<file path="config.mk">
export PLATFORM = sky130hd
export DESIGN_NAME = rsp_s2_dma_alen_gen
export DESIGN_NICKNAME = d
export VERILOG_FILES = /design/src/rtl/rsp_s2_dma_alen_gen.sv
export SDC_FILE = /design/constraint.sdc
export NUM_CORES = 1
export LEC_CHECK = 0
export BUFFER_PORTS_ARGS = -buffer_cell sky130_fd_sc_hd__buf_2
export CORE_MARGIN = 8
export CORE_UTILIZATION = 59
export CTS_BUF_LIST = sky130_fd_sc_hd__clkbuf_8 sky130_fd_sc_hd__clkbuf_16
export DETAILED_ROUTE_END_ITERATION = 16
export PLACE_DENSITY_LB_ADDON = 0.08
export SLEW_MARGIN = 10
export SYNTH_ARGS = -nofsm -noshare
export SYNTH_HDL_FRONTEND = slang
export SYNTH_SLANG_ARGS = --single-unit
</file>
<file path="constraint.sdc">
create_clock -name clk -period 4.3 [get_ports clk]
set_clock_uncertainty 0.1 [all_clocks]
set_input_delay 0.86 -clock clk [delete_from_list [all_inputs] [get_ports clk]]
set_output_delay 0.86 -clock clk [all_outputs]
set_load 0.005 [all_outputs]
</file>
<file path="src/rtl/rsp_s2_dma_alen_gen.sv">
// Burst-descriptor generator for the rsp_s2 DMA write path.
// Walks a segment/frame/part loop from a config snapshot and pushes one
// {s_last, f_last, p_last, c_last, awlen} word per AXI burst into the alen FIFO.
module rsp_s2_dma_alen_gen #(
  parameter int MAX_BURST = 16,
  parameter int LEN_BITS  = 16,
  parameter int CNT_BITS  = 12
) (
  input  logic                clk,
  input  logic                rst,
  input  logic                update,
  input  logic                resume,
  input  logic [LEN_BITS-1:0] SEG_LEN,
  input  logic [CNT_BITS-1:0] SEG_NUM,
  input  logic [CNT_BITS-1:0] FRM_NUM,
  input  logic [CNT_BITS-1:0] PART_NUM,
  output logic                alen_fifo_push,
  output logic [11:0]         alen_fifo_din,
  input  logic                alen_fifo_afull,
  output logic                busy,
  output logic                paused,
  output logic                cfg_err,
  output logic [15:0]         burst_cnt
);

  typedef enum logic [1:0] {
    IDLE  = 2'd0,
    GEN   = 2'd1,
    PAUSE = 2'd2
  } state_t;

  state_t              state_q, state_d;
  logic [LEN_BITS-1:0] seg_len_q, seg_len_d;
  logic [CNT_BITS-1:0] seg_num_q, seg_num_d;
  logic [CNT_BITS-1:0] frm_num_q, frm_num_d;
  logic [CNT_BITS-1:0] part_num_q, part_num_d;
  logic [LEN_BITS-1:0] rem_q, rem_d;
  logic [CNT_BITS-1:0] seg_cnt_q, seg_cnt_d;
  logic [CNT_BITS-1:0] frm_cnt_q, frm_cnt_d;
  logic [CNT_BITS-1:0] part_cnt_q, part_cnt_d;
  logic                push_q, push_d;
  logic [11:0]         din_q, din_d;
  logic                cfg_err_q, cfg_err_d;
  logic [15:0]         burst_cnt_q, burst_cnt_d;

  logic [8:0]          beats;
  logic [7:0]          awlen;
  logic                seg_end;
  logic                seg_last;
  logic                frm_last;
  logic                part_last;
  logic                cfg_bad;
  logic                s_last, f_last, p_last, c_last;

  // Burst sizing: beats never exceeds 256, so 9 bits hold it; awlen wraps 256 to 255.
  always_comb begin
    beats     = 9'd0;
    if (32'(rem_q) >= MAX_BURST) begin
      beats = 9'(MAX_BURST);
    end else begin
      beats = 9'(rem_q);
    end
    awlen     = beats[7:0] - 8'd1;
    seg_end   = (32'(rem_q) <= MAX_BURST);
    seg_last  = (seg_cnt_q == seg_num_q - CNT_BITS'(1));
    frm_last  = (frm_cnt_q == frm_num_q - CNT_BITS'(1));
    part_last = (part_cnt_q == part_num_q - CNT_BITS'(1));
    cfg_bad   = (SEG_LEN == '0) || (SEG_NUM == '0) || (FRM_NUM == '0) || (PART_NUM == '0);
  end

  // Next-state, counter walk and descriptor assembly; update overrides everything.
  always_comb begin
    state_d     = state_q;
    seg_len_d   = seg_len_q;
    seg_num_d   = seg_num_q;
    frm_num_d   = frm_num_q;
    part_num_d  = part_num_q;
    rem_d       = rem_q;
    seg_cnt_d   = seg_cnt_q;
    frm_cnt_d   = frm_cnt_q;
    part_cnt_d  = part_cnt_q;
    push_d      = 1'b0;
    din_d       = din_q;
    cfg_err_d   = 1'b0;
    burst_cnt_d = burst_cnt_q;
    s_last      = 1'b0;
    f_last      = 1'b0;
    p_last      = 1'b0;
    c_last      = 1'b0;

    case (state_q)
      GEN: begin
        if (!alen_fifo_afull) begin
          push_d      = 1'b1;
          burst_cnt_d = burst_cnt_q + 16'd1;
          rem_d       = rem_q - LEN_BITS'(beats);
          if (seg_end) begin
            s_last = 1'b1;
            rem_d  = seg_len_q;
            if (seg_last) begin
              seg_cnt_d = '0;
              f_last    = 1'b1;
              if (frm_last) begin
                frm_cnt_d = '0;
                if (part_last) begin
                  part_cnt_d = '0;
                  c_last     = 1'b1;
                  state_d    = IDLE;
                end else begin
                  part_cnt_d = part_cnt_q + CNT_BITS'(1);
                  p_last     = 1'b1;
                  state_d    = PAUSE;
                end
              end else begin
                frm_cnt_d = frm_cnt_q + CNT_BITS'(1);
              end
            end else begin
              seg_cnt_d = seg_cnt_q + CNT_BITS'(1);
            end
          end
          din_d = {s_last, f_last, p_last, c_last, awlen};
        end
      end
      PAUSE: begin
        if (resume) begin
          state_d = GEN;
        end
      end
      default: begin
        state_d = state_q;
      end
    endcase

    if (update) begin
      push_d      = 1'b0;
      din_d       = din_q;
      burst_cnt_d = '0;
      if (cfg_bad) begin
        cfg_err_d = 1'b1;
        state_d   = IDLE;
      end else begin
        seg_len_d  = SEG_LEN;
        seg_num_d  = SEG_NUM;
        frm_num_d  = FRM_NUM;
        part_num_d = PART_NUM;
        rem_d      = SEG_LEN;
        seg_cnt_d  = '0;
        frm_cnt_d  = '0;
        part_cnt_d = '0;
        state_d    = GEN;
      end
    end
  end

  // State and datapath registers with synchronous reset.
  always_ff @(posedge clk) begin
    if (rst) begin
      state_q     <= IDLE;
      seg_len_q   <= '0;
      seg_num_q   <= '0;
      frm_num_q   <= '0;
      part_num_q  <= '0;
      rem_q       <= '0;
      seg_cnt_q   <= '0;
      frm_cnt_q   <= '0;
      part_cnt_q  <= '0;
      push_q      <= 1'b0;
      din_q       <= '0;
      cfg_err_q   <= 1'b0;
      burst_cnt_q <= '0;
    end else begin
      state_q     <= state_d;
      seg_len_q   <= seg_len_d;
      seg_num_q   <= seg_num_d;
      frm_num_q   <= frm_num_d;
      part_num_q  <= part_num_d;
      rem_q       <= rem_d;
      seg_cnt_q   <= seg_cnt_d;
      frm_cnt_q   <= frm_cnt_d;
      part_cnt_q  <= part_cnt_d;
      push_q      <= push_d;
      din_q       <= din_d;
      cfg_err_q   <= cfg_err_d;
      burst_cnt_q <= burst_cnt_d;
    end
  end

  assign alen_fifo_push = push_q;
  assign alen_fifo_din  = din_q;
  assign cfg_err        = cfg_err_q;
  assign burst_cnt      = burst_cnt_q;
  assign busy           = (state_q != IDLE);
  assign paused         = (state_q == PAUSE);

endmodule

</file>
==> summary.md, run 1 <==
| Metric | Value |
|---|---|
| First-pass GRT wire length | `30940 um` |
| Clk buf depth | `2` |
| Nets | `1068` |
| Worst EP required | `4540 ps` |
| Fillers | `1023` |
| Max_cap viols | `0` |
| Layout area overhead | `16.46%` |
| Gate count of the mapped netlist | `935` |
| Largest net degree at the start of global routing | `55` |
| Main synth FF type | `dfxtp_1` |
| Top cells by area, synth | `dfxtp_1, nand2_1, o21ai_0` |
| Mean Syn Cell Area | `7.823 um2` |
| H-tree lvl count | `4` |
| Clock latency on the worst-skew pair | `420 ps` |
| Root Buffer | `clkbuf_16` |
| Final min period | `3513 ps` |
| Fin crit share | `0.8170` |
| P_sw | `0.0008037 W` |
| Delay of the slowest critical-path stage | `540 ps` |
| CTS Buf Count | `17` |
| Cts hold-fix bufs | `0` |
| Largest family of logic cells by synthesized area | `simple AND/OR/NAND/NOR gates` |
| DRT iter0 DRCs | `527` |
| Number of distinct library cells after synthesis | `73` |
| Drt pass-1 iters | `5` |
| Simple-gate share of the synthesized area | `0.2793` |
| Post-synth EDFFs | `0` |
| Initial antenna violation count | `0` |
| Chip width | `127.3 um` |
| Post-synthesis compound-gate area fraction | `0.2068` |
| Post-CTS Resized | `0` |
| Vias | `6953` |
| Top Ports | `89` |
| Slew Limit Fails | `0` |
| Adder-Cell Fraction of Synth Area | `0.01540` |
| Leakage power | `3.280 nW` |
| CTS tree | `yes` |
| Final core occ | `0.7062` |
| Share of the synthesized area in the top cell type | `0.3722` |
| Logic gate share of total power | `0.109` |
| DRC violations left | `0` |
| Seq pwr share | `0.410` |
| CP Capture Type | `flop` |
| Dominant cell type by area after synthesis | `dfxtp_1` |
| All-Layer GR Usage | `0.2312` |
| CP max-delay cell | `or4_1` |
| Hpwl dp | `13380 um` |
| Mapped Area | `7315 um2` |
| Seq cells post-synth | `136` |
| RSZ-0062 raised after global routing | `no` |
| Die footprint | `16220 um2` |
| Cell Chain, Critical Path | `or3_4, o21a_1, or4_4, a2111oi_4, and3_1, nand3_2, or4_1, a21oi_1` |
| Hold Crit Class | `reg -> reg` |
| Sequential fraction of the synthesis area | `0.3722` |
| Post-CTS Repair Setup Buffers | `0` |
| Clk pwr share | `0.481` |
| Critical Path AT | `3750 ps` |
| Critical path startpoint category | `flop` |
| Int Pwr | `0.002490 W` |
| Synthesized Nets | `1001` |
| Initial core utilization | `0.6064` |
| Pwr Density | `386.7 nW/um2` |
| Setup TNS | `0 ps` |
| Post-route ant nets | `0` |
| CTS clk-pin slew, worst paths | `60 ps` |
| Post-synthesis xor/xnor area fraction | `0.07971` |
| Via/cell ratio | `5.872` |
| Std cell rows | `40` |
| Wire per inst | `15.80 um` |
| DRT Wirelength | `18710 um` |
| Core Area | `12060 um2` |
| Fin. Hold Viols | `0` |
| Post-synth ARST share | `0` |
| Switching Fraction | `0.2440` |
| Grt total ovfl | `0` |
| Final setup vio count | `0` |
| Ys Warns | `0` |
| Slew headroom | `0.4230` |
| Mux cell area share after synthesis | `0.007013` |
| Ratio of cells with drive above 1 in the final layout | `0.1547` |
| CP Class | `reg -> reg` |
| Routability cong. | `0.8529` |
| Worst-Margin Slew | `858.9 ps` |
| Vias in the first global route | `6494` |
| Fmax | `284.6 MHz` |
| Die Height | `127.3 um` |
| Status | `complete, no violations` |
| Maximum vdd ir drop | `0.3029 mV` |
| Clk sink count | `136` |
| Largest fanout on the critical path | `10` |
| IO buf count | `88` |
## routing by layer
layer	track usage	wire (um)	part of all wire
met3	0.05699	990	0.053
met5	0	0	0
met1	0.2871	8528	0.46
met4	0.07978	344	0.018
met2	0.3829	8848	0.47
## cells in the final DEF, fill, tap and decap left out, drive strengths merged, types with 21 or more instances in the layout
cell type	count
a21oi	78
buf	102
dfxtp	136
inv	22
nand2	118
nand3	29
nand4	21
nor2	91
nor3	22
nor4	24
o21ai	82
xnor2	25
xor2	39
## power groups by stage
stage | combinational, W | sequential, W | clock, W
after floorplan | 0.000261 | 0.00136 | 0
final | 0.000359 | 0.00135 | 0.00158
after CTS | 0.000358 | 0.00135 | 0.00160
after global routing | 0.000401 | 0.00136 | 0.00166
after global placement | 0.000350 | 0.00138 | 0
after detailed placement | 0.000356 | 0.00138 | 0
## area by class of cell
cell class	instances	area, um2	area share
diodes	1	2.502	0.0002938
clock buffers	18	439.2	0.05156
clock inverters	14	206.4	0.02424
inverters	20	75.07	0.008813
multi-input cells	725	4317	0.5068
flip-flops and latches	136	2723	0.3196
well taps	168	210.2	0.02468
repair buffers	102	545.5	0.06404
## per-stage QoR
| stage | worst slack (ps) | instance area, um2 | hold slack, ps | std cells | power, W |
|---|---|---|---|---|---|
| 2_1_floorplan | 1281 | 7315 | 317.4 | 935 | 0.001622 |
| 4_1_cts | 818.5 | 8516 | 339.7 | 1183 | 0.003307 |
| 3_3_place_gp | 761.7 | 7870 | 328.3 | 1151 | 0.001725 |
| 6_report | 786.8 | 8518 | 336.6 | 1184 | 0.003294 |
| 3_5_place_dp | 703.0 | 7870 | 330.8 | 1151 | 0.001732 |
| 5_1_grt | 549.5 | 8516 | 355.9 | 1183 | 0.003413 |
## cell usage after synthesis, drive strengths merged (4+ instances only)
library cell	n
or2	8
inv	20
or3	13
and4	5
o41ai	4
o21ai	82
nor3	22
and3	13
and2	7
nand2	118
o31a	5
nand3	29
a32o	4
a22o	8
o211ai	8
a31oi	6
a21oi	78
nand3b	6
or4	10
o31ai	9
clkbuf	51
nor4	24
mux2i	4
nand4	21
xor2	39
a211oi	8
dfxtp	136
ha	9
nor2b	7
xnor2	25
nor3b	6
nor2	91
nand2b	8
## worst max-delay path: cells and delay by family, from the launching register on
kind / cells / cell delay [ps]
and+or+nand+nor: 5 / 2210
AOI/OAI and AO/OA: 3 / 760
DFF: 1 / 360
## cell families (layout without fill, tap and decap cells)
| group | count (synthesis) | count (layout) |
|---|---|---|
| DFF | 136 | 136 |
| other | 1 | 2 |
| xor gates and xnor gates | 65 | 65 |
| AOI/OAI and AO/OA | 245 | 245 |
| buffers and inverters | 74 | 154 |
| and+or+nand+nor | 400 | 400 |
| adders and majority gates | 9 | 9 |
| muxes | 5 | 5 |
## state kept, by name, summed over array words and instances (netlist names)
| name | flops |
|---|---|
| alen_fifo_din | 12 |
| rem_q | 16 |
| part_cnt_q | 12 |
| part_num_q | 12 |
| cfg_err | 1 |
| seg_num_q | 12 |
| alen_fifo_push | 1 |
| burst_cnt | 16 |
| seg_cnt_q | 12 |
| frm_num_q | 12 |
| frm_cnt_q | 12 |
| state_q | 2 |
| seg_len_q | 16 |
## worst paths after layout
kind            startpoint        endpoint  slack, ps  cells past startpoint
min reg2reg  seg_len_q[12]   seg_len_q[12]        340                      2
max           frm_num_q[2]  part_cnt_q[11]        790                      8
max reg2reg   frm_num_q[2]  part_cnt_q[11]        790                      8
min          seg_len_q[12]   seg_len_q[12]        340                      2
Note: power is estimated with default switching activity, not from simulation.
==> run 2, diff against run 1 <==
- clock period: 4.3 -> 3.5 ns (I/O delays scaled with it)
==> run 2 against run 1 <==
Core utilization increased by 0.53 points; die area unchanged; sequential power increased by 23%; critical path depth increased by 2; flip-flop and latch count unchanged; non-clock buffer count increased by 13; setup slack got worse by 480 ps; hold slack improved by 4.0 ps; via count increased by 2.3%; global-route usage increased by 0.27 points; clock power increased by 16%; power increased by 20%; critical endpoint unchanged.
==> summary.md, run 2 (synthesized netlist as in run 1, its figures left out) <==
| Metric | Value |
|---|---|
| Status | `complete, no violations` |
| Seq pwr share | `0.418 (+0.008)` |
| CTS tree | `yes` |
| Post-CTS Resized | `0 (unchanged)` |
| Clock latency on the worst-skew pair | `430 ps (about the same)` |
| Top Ports | `89 (unchanged)` |
| First-pass GRT wire length | `31150 um (+0.69%)` |
| Die Height | `127.3 um (unchanged)` |
| Post-CTS Repair Setup Buffers | `0 (unchanged)` |
| Worst hold slack | `340.6 ps (+3.973 ps)` |
| Chip width | `127.3 um (unchanged)` |
| Commonest non-fill, non-tap cell in the layout | `dfxtp_1` |
| Die footprint | `16220 um2 (unchanged)` |
| Largest fanout on the critical path | `8 (-2)` |
| Hpwl dp | `13760 um (+2.9%)` |
| CP Class | `reg -> reg` |
| DRT iter0 DRCs | `614 (+17%)` |
| Clk pwr share | `0.464 (-0.017)` |
| Fmax | `313.1 MHz (+10%)` |
| Max_cap viols | `0 (unchanged)` |
| DRT Wirelength | `19090 um (+2.0%)` |
| Fin. Hold Viols | `0 (unchanged)` |
| Most frequent cells in the layout | `dfxtp_1, nand2_1, nor2_1, buf_2, o21ai_0` |
| All-Layer GR Usage | `0.2339 (+0.002687)` |
| Int Pwr | `0.002947 W (+18%)` |
| Nets | `1081 (+1.2%)` |
| Worst-Margin Slew | `789.6 ps (-69.31 ps)` |
| Wire per inst | `15.96 um (+1.0%)` |
| Layout area overhead | `17.33%` |
| Slew headroom | `0.4719 (+0.04891)` |
| Maximum vdd ir drop | `0.4208 mV (+39%)` |
| Via/cell ratio | `5.945 (+1.2%)` |
| Logic gate share of total power | `0.118 (+0.009)` |
| Vias in the first global route | `6432 (-0.95%)` |
| Root Buffer | `clkbuf_16` |
| Std cell rows | `40 (unchanged)` |
| Critical path startpoint category | `flop` |
| Clk buf depth | `2 (unchanged)` |
| CTS Buf Count | `17 (unchanged)` |
| Hold Crit Class | `reg -> reg` |
| Core Area | `12060 um2 (unchanged)` |
| Final min period | `3194 ps (-319.4 ps)` |
| CP Capture Type | `flop` |
| Switching Fraction | `0.2556 (+0.01160)` |
| Post-route ant nets | `0 (unchanged)` |
| CTS clk-pin slew, worst paths | `60 ps (about the same)` |
| Setup TNS | `0 ps (unchanged)` |
| Largest net degree at the start of global routing | `39 (-29%)` |
| Cts hold-fix bufs | `0 (unchanged)` |
| Worst EP required | `3750 ps (-790 ps)` |
| Routability cong. | `0.8507 (-0.26%)` |
| Clk sink count | `136 (unchanged)` |
| Fin crit share | `0.9125 (+0.09550)` |
| Drt pass-1 iters | `6 (+1)` |
| Critical Path AT | `3440 ps (-310 ps)` |
| Pwr Density | `461.3 nW/um2 (+19%)` |
| Initial antenna violation count | `0 (unchanged)` |
| Slew Limit Fails | `0 (unchanged)` |
| RSZ-0062 raised after global routing | `no` |
| Grt total ovfl | `0 (unchanged)` |
| IO buf count | `88 (unchanged)` |
| Vias | `7110 (+2.3%)` |
| H-tree lvl count | `4 (unchanged)` |
| DRC violations left | `0 (unchanged)` |
| Final setup vio count | `0 (unchanged)` |
| Initial core utilization | `0.6064 (unchanged)` |
| Leakage power | `3.312 nW (+0.99%)` |
| P_sw | `0.001012 W (+26%)` |
| Ratio of cells with drive above 1 in the final layout | `0.1665 (+0.01182)` |
-- run 2: area by class of cell --
cell class,instances,area [um2]
Sequential cell,136,2723
Inverter,20,75.07
Tap cell,168,210.2
Timing Repair Buffer,115,643.1
Clock buffer,19,452.9
Clock inverter,12,151.4
Antenna cell,1,2.502
Fill cell,1016,3480
Multi-Input combinational cell,725,4324
-- run 2: worst max-delay path, cell delays in order, from the launching register on --
cell and delay, ps:
dfxtp_1 330, inv_1 70, ha_1 320, or4b_2 680
nor4_1 190, o21ai_0 110, a22oi_1 210, and3_2 320
nand3_2 150, or4_1 480, a21oi_1 150
-- run 2: routing by layer --
metal | track usage | vias to the layer above | part of all wire
met5 | 0 | - | 0
met4 | 0.07418 | 0 | 0.016
met3 | 0.06406 | 26 | 0.050
met2 | 0.3747 | 164 | 0.47
met1 | 0.2989 | 3378 | 0.46
li1 | - | 3542 | -
-- run 2: worst paths after layout --
path | slack, ps | cells after the start | start | endpoint
worst max register to register | 310 | 10 | frm_num_q[0] | part_cnt_q[11]
worst min register to register | 340 | 2 | seg_len_q[12] | seg_len_q[12]
worst min-delay path | 340 | 2 | seg_len_q[12] | seg_len_q[12]
worst max-delay path | 310 | 10 | frm_num_q[0] | part_cnt_q[11]
-- run 2: power by group through the flow --
stage               logic [W]  clock network (W)  registers, W
floorplan            0.000321                  0       0.00167
CTS                  0.000463            0.00185       0.00165
global route         0.000517            0.00192       0.00166
global placement     0.000453                  0       0.00169
detailed placement   0.000458                  0       0.00169
finish               0.000467            0.00184       0.00166
-- run 2: per-stage QoR --
| step | util | worst slack [ps] | total power [W] | cells | instance area (um2) |
|---|---|---|---|---|---|
| global route | 0.7113 | 87.90 | 0.004098 | 1195 | 8579 |
| global placement | 0.6606 | 264.8 | 0.002139 | 1164 | 7968 |
| detailed placement | 0.6606 | 188.5 | 0.002145 | 1164 | 7968 |
| finish | 0.7115 | 306.2 | 0.003959 | 1196 | 8582 |
| floorplan | - | 488.7 | 0.001993 | 935 | 7315 |
| CTS | 0.7107 | 171.8 | 0.003968 | 1195 | 8572 |
